==> src/rtl/pll_lock_sequencer.sv <==
// Sequences the iCE40 PLL out of reset on the 12 MHz reference clock and releases sys_reset once lock is stable.
// Outputs are registered from the next state; a lock loss or relock_req re-runs the whole sequence.
module pll_lock_sequencer #(
   parameter int RESET_CYCLES  = 16,
   parameter int LOCK_TIMEOUT  = 65536,
   parameter int STABLE_CYCLES = 1024,
   parameter int COUNT_WIDTH   = 8
) (
   input  logic                   clock,
   input  logic                   reset,
   input  logic                   pll_locked,
   input  logic                   relock_req,
   output logic                   pll_resetb,
   output logic                   sys_reset,
   output logic                   ready,
   output logic [COUNT_WIDTH-1:0] retry_count,
   output logic [COUNT_WIDTH-1:0] lost_count,
   output logic [1:0]             state
);

   localparam int MAX_AB     = (RESET_CYCLES > LOCK_TIMEOUT) ? RESET_CYCLES : LOCK_TIMEOUT;
   localparam int MAX_CYCLES = (MAX_AB > STABLE_CYCLES) ? MAX_AB : STABLE_CYCLES;
   localparam int TW         = $clog2(MAX_CYCLES) + 1;

   localparam logic [TW-1:0]          RST_LAST    = TW'(RESET_CYCLES - 1);
   localparam logic [TW-1:0]          LOCK_LAST   = TW'(LOCK_TIMEOUT - 1);
   localparam logic [TW-1:0]          STABLE_LAST = TW'(STABLE_CYCLES - 1);
   localparam logic [COUNT_WIDTH-1:0] CNT_MAX     = '1;

   typedef enum logic [1:0] {
      PLL_RST   = 2'd0,
      WAIT_LOCK = 2'd1,
      STABLE    = 2'd2,
      RUN       = 2'd3
   } state_e;

   state_e                 state_q, state_d;
   logic [TW-1:0]          timer_q, timer_d;
   logic [COUNT_WIDTH-1:0] retry_q, retry_d;
   logic [COUNT_WIDTH-1:0] lost_q, lost_d;
   logic                   lk_meta_q, lk_meta_d;
   logic                   lk_q, lk_d;
   logic                   pll_resetb_q, pll_resetb_d;
   logic                   sys_reset_q, sys_reset_d;
   logic                   ready_q, ready_d;

   function automatic logic [COUNT_WIDTH-1:0] sat_inc(input logic [COUNT_WIDTH-1:0] v);
      return (v == CNT_MAX) ? v : v + COUNT_WIDTH'(1);
   endfunction

   always_comb begin
      lk_meta_d = pll_locked;
      lk_d      = lk_meta_q;
      state_d   = state_q;
      timer_d   = timer_q + TW'(1);
      retry_d   = retry_q;
      lost_d    = lost_q;

      case (state_q)
         PLL_RST: begin
            // relock_req is deliberately ignored here so the pulse length never stretches
            if (timer_q == RST_LAST) begin
               state_d = WAIT_LOCK;
            end
         end
         WAIT_LOCK: begin
            if (relock_req) begin
               state_d = PLL_RST;
            end else if (lk_q) begin
               state_d = STABLE;
            end else if (timer_q == LOCK_LAST) begin
               state_d = PLL_RST;
               retry_d = sat_inc(retry_q);
            end
         end
         STABLE: begin
            if (relock_req) begin
               state_d = PLL_RST;
            end else if (!lk_q) begin
               state_d = WAIT_LOCK;
            end else if (timer_q == STABLE_LAST) begin
               state_d = RUN;
            end
         end
         RUN: begin
            timer_d = timer_q;
            // A lock loss is counted even when a relock request lands on the same cycle
            if (!lk_q) begin
               state_d = PLL_RST;
               lost_d  = sat_inc(lost_q);
            end else if (relock_req) begin
               state_d = PLL_RST;
            end
         end
         default: begin
            state_d = PLL_RST;
         end
      endcase

      if (state_d != state_q) begin
         timer_d = '0;
      end

      pll_resetb_d = (state_d != PLL_RST);
      sys_reset_d  = (state_d != RUN);
      ready_d      = (state_d == RUN);
   end

   always_ff @(posedge clock or posedge reset) begin
      if (reset) begin
         state_q      <= PLL_RST;
         timer_q      <= '0;
         retry_q      <= '0;
         lost_q       <= '0;
         lk_meta_q    <= 1'b0;
         lk_q         <= 1'b0;
         pll_resetb_q <= 1'b0;
         sys_reset_q  <= 1'b1;
         ready_q      <= 1'b0;
      end else begin
         state_q      <= state_d;
         timer_q      <= timer_d;
         retry_q      <= retry_d;
         lost_q       <= lost_d;
         lk_meta_q    <= lk_meta_d;
         lk_q         <= lk_d;
         pll_resetb_q <= pll_resetb_d;
         sys_reset_q  <= sys_reset_d;
         ready_q      <= ready_d;
      end
   end

   assign pll_resetb  = pll_resetb_q;
   assign sys_reset   = sys_reset_q;
   assign ready       = ready_q;
   assign retry_count = retry_q;
   assign lost_count  = lost_q;
   assign state       = state_q;

endmodule

==> config.mk <==
export PLATFORM = sky130hd
export DESIGN_NAME = pll_lock_sequencer
export DESIGN_NICKNAME = d
export VERILOG_FILES = /design/src/rtl/pll_lock_sequencer.sv
export SDC_FILE = /design/constraint.sdc
export NUM_CORES = 1
export LEC_CHECK = 0
export ABC_AREA = 1
export BUFFER_PORTS_ARGS = -buffer_cell sky130_fd_sc_hd__buf_2
export CAP_MARGIN = 30
export CORE_ASPECT_RATIO = 1.2
export CORE_MARGIN = 2
export CORE_UTILIZATION = 51
export CTS_CLUSTER_SIZE = 16
export DETAILED_ROUTE_END_ITERATION = 6
export HOLD_SLACK_MARGIN = 0.05
export PLACE_DENSITY = 0.68
export SYNTH_ARGS = -nofsm -noshare
export SYNTH_HDL_FRONTEND = slang
export SYNTH_SLANG_ARGS = --single-unit
==> constraint.sdc <==
create_clock -name clock -period 4.3 [get_ports clock]
set_clock_uncertainty 0.1 [all_clocks]
set_input_delay 0.215 -clock clock [delete_from_list [all_inputs] [get_ports clock]]
set_output_delay 0.215 -clock clock [all_outputs]
set_load 0.05 [all_outputs]
# Word-level counts from Yosys, hierarchy flattened
# Index checks and enable logic that the tools add are counted.
# word_totals
ff_bits	40
output_inout_bits	21
input_bits	4
# op_classes
mux	12
add_sub_neg	3
n_eq_ne	12
bitwise_logic	4
reduce_logical	4
# ops
operator	count
$mux 17	2
$mux 2	9
$add 17x1->17 const B	1
$eq 17x10->1 const B	1
$eq 17x16->1 const B	1
$eq 17x4->1 const B	1
$add 8x1->8 const B	2
$eq 8x8->1 const B	2
$pmux 2 s4	1
$eq 2x2->1 const B	3
$reduce_and 5->1	1
$ne 2x2->1 const B	2
$not 1->1	4
$reduce_and 3->1	1
$eq 2x1->1 const B	1
$logic_not 2->1	1
$ne 2x2->1	1
$reduce_bool 2->1	1

# Logic depth before layout (Yosys ltp)
# Gate-level depths: netlist (run 1).
# depth
word_depth	7
ltp_mapped	13
depth_no_buf	12

# Least setup slack after synthesis (run 1)
# Ideal clock, no wire load.
# synth_timing
path_kind	register -> register
start	register timer_q[0]
end	register retry_q[7], in the netlist retry_count[7]
t_arrival_ps	1779
synth_period_minus_slack_ps	1961
stages_incl_launch_ff	11
path_slack_ps	2339
setup_ps	82
path_cell_list	dfrtp_1 -> ha_1 -> nand3_1 -> nor3_1 -> ha_1 -> nor3b_2 -> nand2_2 -> nor2_2 -> nand3_2 -> nor2_2 -> xor2_1
# synth_via
elab_chain_cells	2
# synth_rtl
item	line	text
start: declaration	38	logic [TW-1:0] timer_q, timer_d;
start signal: assignment	122	timer_q <= timer_d;
$eq 17x16->1	71	end else if (timer_q == LOCK_LAST) begin
$reduce_and 5->1 (no line)	-	
end signal: assignment	123	retry_q <= retry_d;
end: declaration	39	logic [COUNT_WIDTH-1:0] retry_q, retry_d;
# Every way passes these cells.
# A chain may end at the register's enable or synchronous reset.

# Worst setup path in the final report (run 1)
# layout_timing
start	register timer_q[1]
end	register retry_q[7], in the netlist retry_count[7]
# Same word-level chain as after synthesis.

==> run summary, run 1 <==
Setup TNS = 0 ns
TritonCTS Buffers = 5
remaining global-route overflow = 0
syn_area_per_cell = 8.62 um^2
area of the core = 3910 um^2
Synth top area share = 47.6%
synthesized area = 2050 um^2
Area Overhead vs Synth = 13.5%
clock share of power = 27.2%
Die Wd = 61.9 um
Rows = 25
min-delay worst type = primary input to flop
switching share of power = 33.3%
Reg power frac = 51.2%
# IOs = 25
share of cells above drive strength 1 = 19.9%
setup bufs post-CTS = 0
pwr/cell area = 381 nW/um^2
TritonCTS clock tree = built
WS Path Type = flop to flop
Setup WS pre-CTS = 2.16 ns
diode count = 0
leak pwr = 0.00122 uW
slowest stage cell, crit path = dfrtp_1
worst hold slack = 0.211 ns
Clock Pin Slew Worst Setup and Hold Paths = 0.08 ns
final net count = 278
max-cap viol count = 0
post-route minimum period = 2.13 ns
final setup violating endpoints = 0
slew margin rel. = 67.4%
Ys Warns = 0
logic gate share of total power = 21.7%
largest net degree at the start of global routing = 41
number of global-route vias before repair = 1491
Register Area = 1000 um^2
Critical Path, Cell by Cell = ha_1, nand3_1, nor3_1, ha_1, nor3b_2, nand2_2, nor2_2, nand3_2, nor2_2, xor2_1
Fmax = 0.469 GHz
drt total wl = 3670 um
gr usage total = 18.9%
RSZ-0062 raised after global routing = no
Multi-input gate area = 915 um^2
Vias/cell = 4.82
setup ws final = 2.17 ns
Port Buffers = 24
top cells by area, synth = dfrtp_1 48%, nand2_1 9.5%, xor2_1 6.0%
Slew Viols, Final = 0
Max clock buf depth = 2
Die Ht = 73.5 um
synth unique cells = 29
initial antenna violation count = 0
Critical Path Max Stage Delay = 0.38 ns
number of H-tree levels = 2
Die ar. = 4550 um^2
clk root buf = clkbuf_8
Via Count = 1566
First-pass DRT Iterations = 4
Mapped Cells = 238
Internal = 592 uW
clk sinks = 40
required time of the worst setup path = 4.41 ns
sequential area share after synthesis = 48.8%
Filler Cells Inserted = 371
FF+latch count, synth = 40
DRC Markers = 0
DRT iter0 DRCs = 51
Worst Setup End Kind = flop
peak supply drop = 204 uV
Hold Fails Final Rpt = 0
commonest non-fill, non-tap cell in the layout = nand2_1
most frequent cells in the layout = 52 x nand2_1, 39 x dfrtp_1, 30 x nor2_1
Worst Tran Pin Value = 0.489 ns
post-CTS resize count = 0
crit path max fanout = 5
Initial Util = 52.5%
Placer Congestion = 0.850
Routed Antenna Nets = 0
status = completed
clk_lat worst skew = 0.29 ns
Net Switching = 296 uW
crit start category = flop
Final Util = 59.6%
post-synth top area cell = dfrtp_1
DP HPWL = 2640 um
fin crit share = 49.6%
WL per Instance = 11.3 um
Post-Syn Nets = 246
critical path arrival = 2.25 ns
first-pass GRT wire length = 6350 um
-- cells in the mapped netlist, drive strengths merged --
master,count
dfstp,1
o21bai,1
dfrtp,39
nor3b,1
o21ai,2
inv,31
buf,2
o22ai,2
xor2,14
xnor2,6
nand3b,1
o21a,1
nor3,10
nand3,13
nor2,36
a21oi,1
nand2,59
nand4,11
or2,3
ha,4
-- per-stage QoR --
stage               cells  total power [uW]  cell area [um^2]
CTS                   325               899              2330
finish                325               888              2330
global placement      315               653              2230
global route          325               952              2330
detailed placement    315               656              2230
floorplan             238               622              2050
-- power groups by stage --
stage	combinational [uW]	sequential, uW	clock [uW]
after floorplan	154	468	0
after CTS	196	454	248
after global routing	224	462	266
after global placement	192	461	0
after detailed placement	194	462	0
final	192	455	241
-- area by class of cell --
type / instances / share of cell area (%)
multi-input combinational: 165 / 39.3
tap: 54 / 2.90
sequential: 40 / 43.0
clock buffer: 7 / 3.28
timing repair buffer: 27 / 6.34
clock inverter: 1 / 0.215
inverter: 31 / 4.99
-- state kept, by name, summed over array words and instances (netlist names) --
register,count
retry_count,8
lk_q,1
lk_d,1
sys_reset,1
pll_resetb,1
state,2
timer_q,17
lost_count,8
ready,1
-- repair_timing --
item,4_1_cts,5_1_grt
hold buffers,2,0
endpoints found under the setup margin,0,0
hold endpoints to repair,40,0
-- routing by layer --
metal / track usage [%] / vias up / wire, um
li1: - / 808 / -
met1: 25.2 / 734 / 1770
met2: 29.0 / 18 / 1750
met3: 4.75 / 6 / 92
met4: 8.04 / 0 / 61
met5: 0 / - / 0
-- critical path, delay by kind of cell, from the launching register on --
family / cells / cell delay, ns
and+or+nand+nor: 7 / 0.99
adders and majority gates: 2 / 0.43
DFF: 1 / 0.38
xor gates and xnor gates: 1 / 0.14
-- cells by family after synthesis --
group                      synth area share, %
xor gates and xnor gates                  8.54
AOI/OAI and AO/OA                         2.07
adders and majority gates                 2.44
and+or+nand+nor                           31.5
DFF                                       48.8
buffers and inverters                     6.59
-- worst paths after layout --
| check | depth (start not counted) | endpoint | startpoint | slack (ns) |
|---|---|---|---|---|
| max | 10 | retry_count[7] | timer_q[1] | 2.17 |
| min | 4 | state[1] | relock_req | 0.21 |
| max reg2reg | 10 | retry_count[7] | timer_q[1] | 2.17 |
| min reg2reg | 0 | lk_q | lk_d | 0.26 |
| max in group asynchronous | 4 | sys_reset | reset | 3.24 |
| min in group asynchronous | 4 | timer_q[7] | reset | 0.50 |
Power figures use the tool's default switching activity.
==> inputs of run 2 (changes only) <==
- ABC_AREA: 1 -> 0
- PLACE_DENSITY: 0.68 -> 0.71
- clock period: 4.3 -> 1.8 ns (I/O delays scaled with it)
==> run summary, run 2 <==
FF-to-FF path depth = 9 (-1)
number of global-route vias before repair = 1830 (+23%)
RSZ-0062 raised after global routing = yes
leak pwr = 0.00144 uW (+18%)
required time of the worst setup path = 1.92 ns (-2.49 ns)
hold path endpoint = sys_reset
TritonCTS clock tree = built
syn_area_per_cell = 10.7 um^2 (+24%)
final setup violating endpoints = 27 (+27)
post-synth top area cell = dfrtp_1
Mapped Cells = 191 (-20%)
crit path max fanout = 10 (+5)
fin crit share = 118% (+69 points)
ys async rst share = 100% (unchanged)
DRC Markers = 0 (unchanged)
clk sinks = 40 (unchanged)
share of cells above drive strength 1 = 51.3% (+31 points)
Worst Setup End Kind = flop
min-delay worst type = primary input to flop
worst hold slack = 0.0559 ns (-0.155 ns)
Vias/cell = 5.54 (+15%)
most frequent cells in the layout = 38 x buf_4, 31 x dfrtp_1, 24 x buf_2
initial antenna violation count = 0 (unchanged)
sequential area share after synthesis = 49.1% (+0.27 points)
Placer Congestion = 0.854 (+0.44%)
Final Power = 2620 uW (+200%)
Reg power frac = 40.8% (-10 points)
Die Wd = 61.7 um (-0.26%)
Slew Viols, Final = 0 (unchanged)
area of the core = 3880 um^2 (-0.80%)
First-pass DRT Iterations = 4 (unchanged)
peak supply drop = 660 uV (+220%)
Clock Pin Slew Worst Setup and Hold Paths = 0.08 ns (about the same)
final net count = 274 (-1.4%)
commonest non-fill, non-tap cell in the layout = buf_4
top cells by area, synth = dfrtp_1 48%, xor2_1 5.6%, xnor2_1 4.7%
switching share of power = 33.2% (-0.18 points)
WL per Instance = 17.2 um (+52%)
Filler Cells Inserted = 254 (-32%)
Internal = 1750 uW (+200%)
Post-Syn Nets = 199 (-19%)
clk root buf = clkbuf_8
Area Overhead vs Synth = 49.4%
logic gate share of total power = 34.8% (+13 points)
Routed Antenna Nets = 0 (unchanged)
Setup TNS = -6.37 ns (-6.37 ns)
number of H-tree levels = 2 (unchanged)
Die Ht = 73.3 um (-0.26%)
remaining global-route overflow = 0 (unchanged)
synth unique cells = 43 (+48%)
synthesized area = 2040 um^2 (-0.55%)
DRT iter0 DRCs = 93 (+82%)
Hold Fails Final Rpt = 0 (unchanged)
pwr/cell area = 860 nW/um^2 (+130%)
Max clock buf depth = 2 (unchanged)
Rows = 25 (unchanged)
Hold Path Cell Cnt = 3 (-1)
Ys Warns = 0 (unchanged)
clk_lat worst skew = 0.30 ns (about the same)
Setup WS pre-CTS = -0.671 ns (-2.83 ns)
WS Path Type = flop to flop
Synth top area share = 47.8% (+0.26 points)
most common cell in the netlist = dfrtp_1
violated checks = negative setup slack
crit start category = flop
CP startpoint = timer_q[1]
first-pass GRT wire length = 8780 um (+38%)
Largest register FFs = 17 (unchanged)
Fmax = 0.470 GHz (+0.24%)
Via Count = 1779 (+14%)
Synth Flop Type = dfrtp_1
Port Buffers = 24 (unchanged)
FF+latch count, synth = 40 (unchanged)
Worst R2R Start = timer_q[1]
status = finished, violations left
# IOs = 25 (unchanged)
Net Switching = 870 uW (+190%)
Die ar. = 4530 um^2 (-0.52%)
setup ws final = -0.329 ns (-2.49 ns)
critical path arrival = 2.25 ns (about the same)
clock share of power = 24.4% (-2.8 points)
Multi-input gate area = 1250 um^2 (+37%)
Post-synth top cells = 39 x dfrtp_1, 16 x nor3_1, 14 x nand2_1
gr usage total = 26.5% (+7.6 points)
drt total wl = 5510 um (+50%)
Worst Tran Pin Value = 0.501 ns (+0.0127 ns)
most flop-heavy register = timer_q
Post-synth EDFFs = 0 (unchanged)
reg2reg setup slack = -0.33 ns (-2.49 ns)
Register Area = 1010 um^2 (+1.0%)
diode count = 0 (unchanged)
post-route minimum period = 2.13 ns (-0.00504 ns)
TritonCTS Buffers = 5 (unchanged)
DP HPWL = 3360 um (+27%)
largest net degree at the start of global routing = 41 (unchanged)
max-cap viol count = 0 (unchanged)
hold path startpoint = relock_req
RR Endpoint = timer_q[15]
Initial Util = 52.6% (+0.13 points)
slew margin rel. = 66.6% (-0.84 points)
[run 2: cell types whose count changed after synthesis, sizes merged, moves of 4 or more]
| cell | before | now |
|---|---|---|
| a211oi | 0 | 5 |
| inv | 31 | 5 |
| nor3 | 10 | 16 |
| xnor2 | 6 | 11 |
| nand2 | 59 | 14 |
| nand3 | 13 | 9 |
| nand2b | 0 | 6 |
| nor4 | 0 | 4 |
| and4 | 0 | 4 |
| and3 | 0 | 6 |
| nor2 | 36 | 7 |
[run 2: logic make-up (layout without fill, tap and decap cells)]
| group | after synthesis | count (layout) | share of synthesized area [%] |
|---|---|---|---|
| flip-flops | 40 | 40 | 49.1 |
| AO/OA/AOI/OAI | 22 | 22 | 8.52 |
| XOR/XNOR | 24 | 24 | 10.3 |
| multiplexers | 2 | 2 | 1.10 |
| adder cells (fa/ha/maj) | 4 | 4 | 2.45 |
| AND/OR/NAND/NOR | 87 | 87 | 25.7 |
| buffers and inverters | 12 | 88 | 2.82 |
[run 2: power groups by stage]
stage | sequential (uW) | combinational, uW | clock, uW
2_1_floorplan | 1130 | 361 | 0
5_1_grt | 1070 | 981 | 674
3_3_place_gp | 1070 | 648 | 0
3_5_place_dp | 1070 | 683 | 0
4_1_cts | 1060 | 852 | 644
6_report | 1070 | 914 | 640
[run 2: metrics by stage]
step	cell area (um^2)	util [%]	cells
final	3050	78.6	321
after global routing	3050	78.6	321
after CTS	2980	76.8	319
after detailed placement	2580	66.4	298
after global placement	2580	66.4	298
after floorplan	2150	-	191
[run 2: how the worst max path moves through the flow]
stage	slack (ns)	to	depth (start not counted)
after floorplan	-0.30	timer_q[7]	10
after global placement	-0.55	timer_q[12]	9
after detailed placement	-0.67	timer_q[12]	9
after CTS	-0.30	timer_q[15]	9
after global routing	-0.41	timer_q[15]	9
final	-0.33	timer_q[15]	9
[run 2: timing repair]
action	4_1_cts	5_1_grt
gates resized for setup	30	11
pin swaps	19	12
cloned	2	0
hold buffers	3	0
hold endpoints to repair	42	0
setup buffers	10	4
endpoints found under the setup margin	27	35
[run 2: routing by layer]
metal | vias to the layer above | routed length (um) | track usage, %
met5 | - | 0 | 0
met4 | 0 | 170 | 11.3
met3 | 16 | 146 | 5.46
met2 | 38 | 3050 | 45.5
met1 | 887 | 2150 | 31.3
li1 | 838 | - | -
[run 2: area by class of cell]
cell class / instances / area share (%)
clock inverters: 1 / 0.246
repair buffers: 75 / 19.9
clock buffers: 7 / 2.83
flip-flops and latches: 40 / 33.2
multi-input cells: 139 / 41.0
well taps: 54 / 2.22
inverters: 5 / 0.616
[run 2: critical path: stages, from the launching register on]
cell	delay (ns)
dfrtp_1	0.39
ha_2	0.19
and3_4	0.17
and4_1	0.20
ha_2	0.18
o31a_1	0.27
nor2_2	0.15
a21oi_4	0.06
buf_12	0.17
a211oi_2	0.18
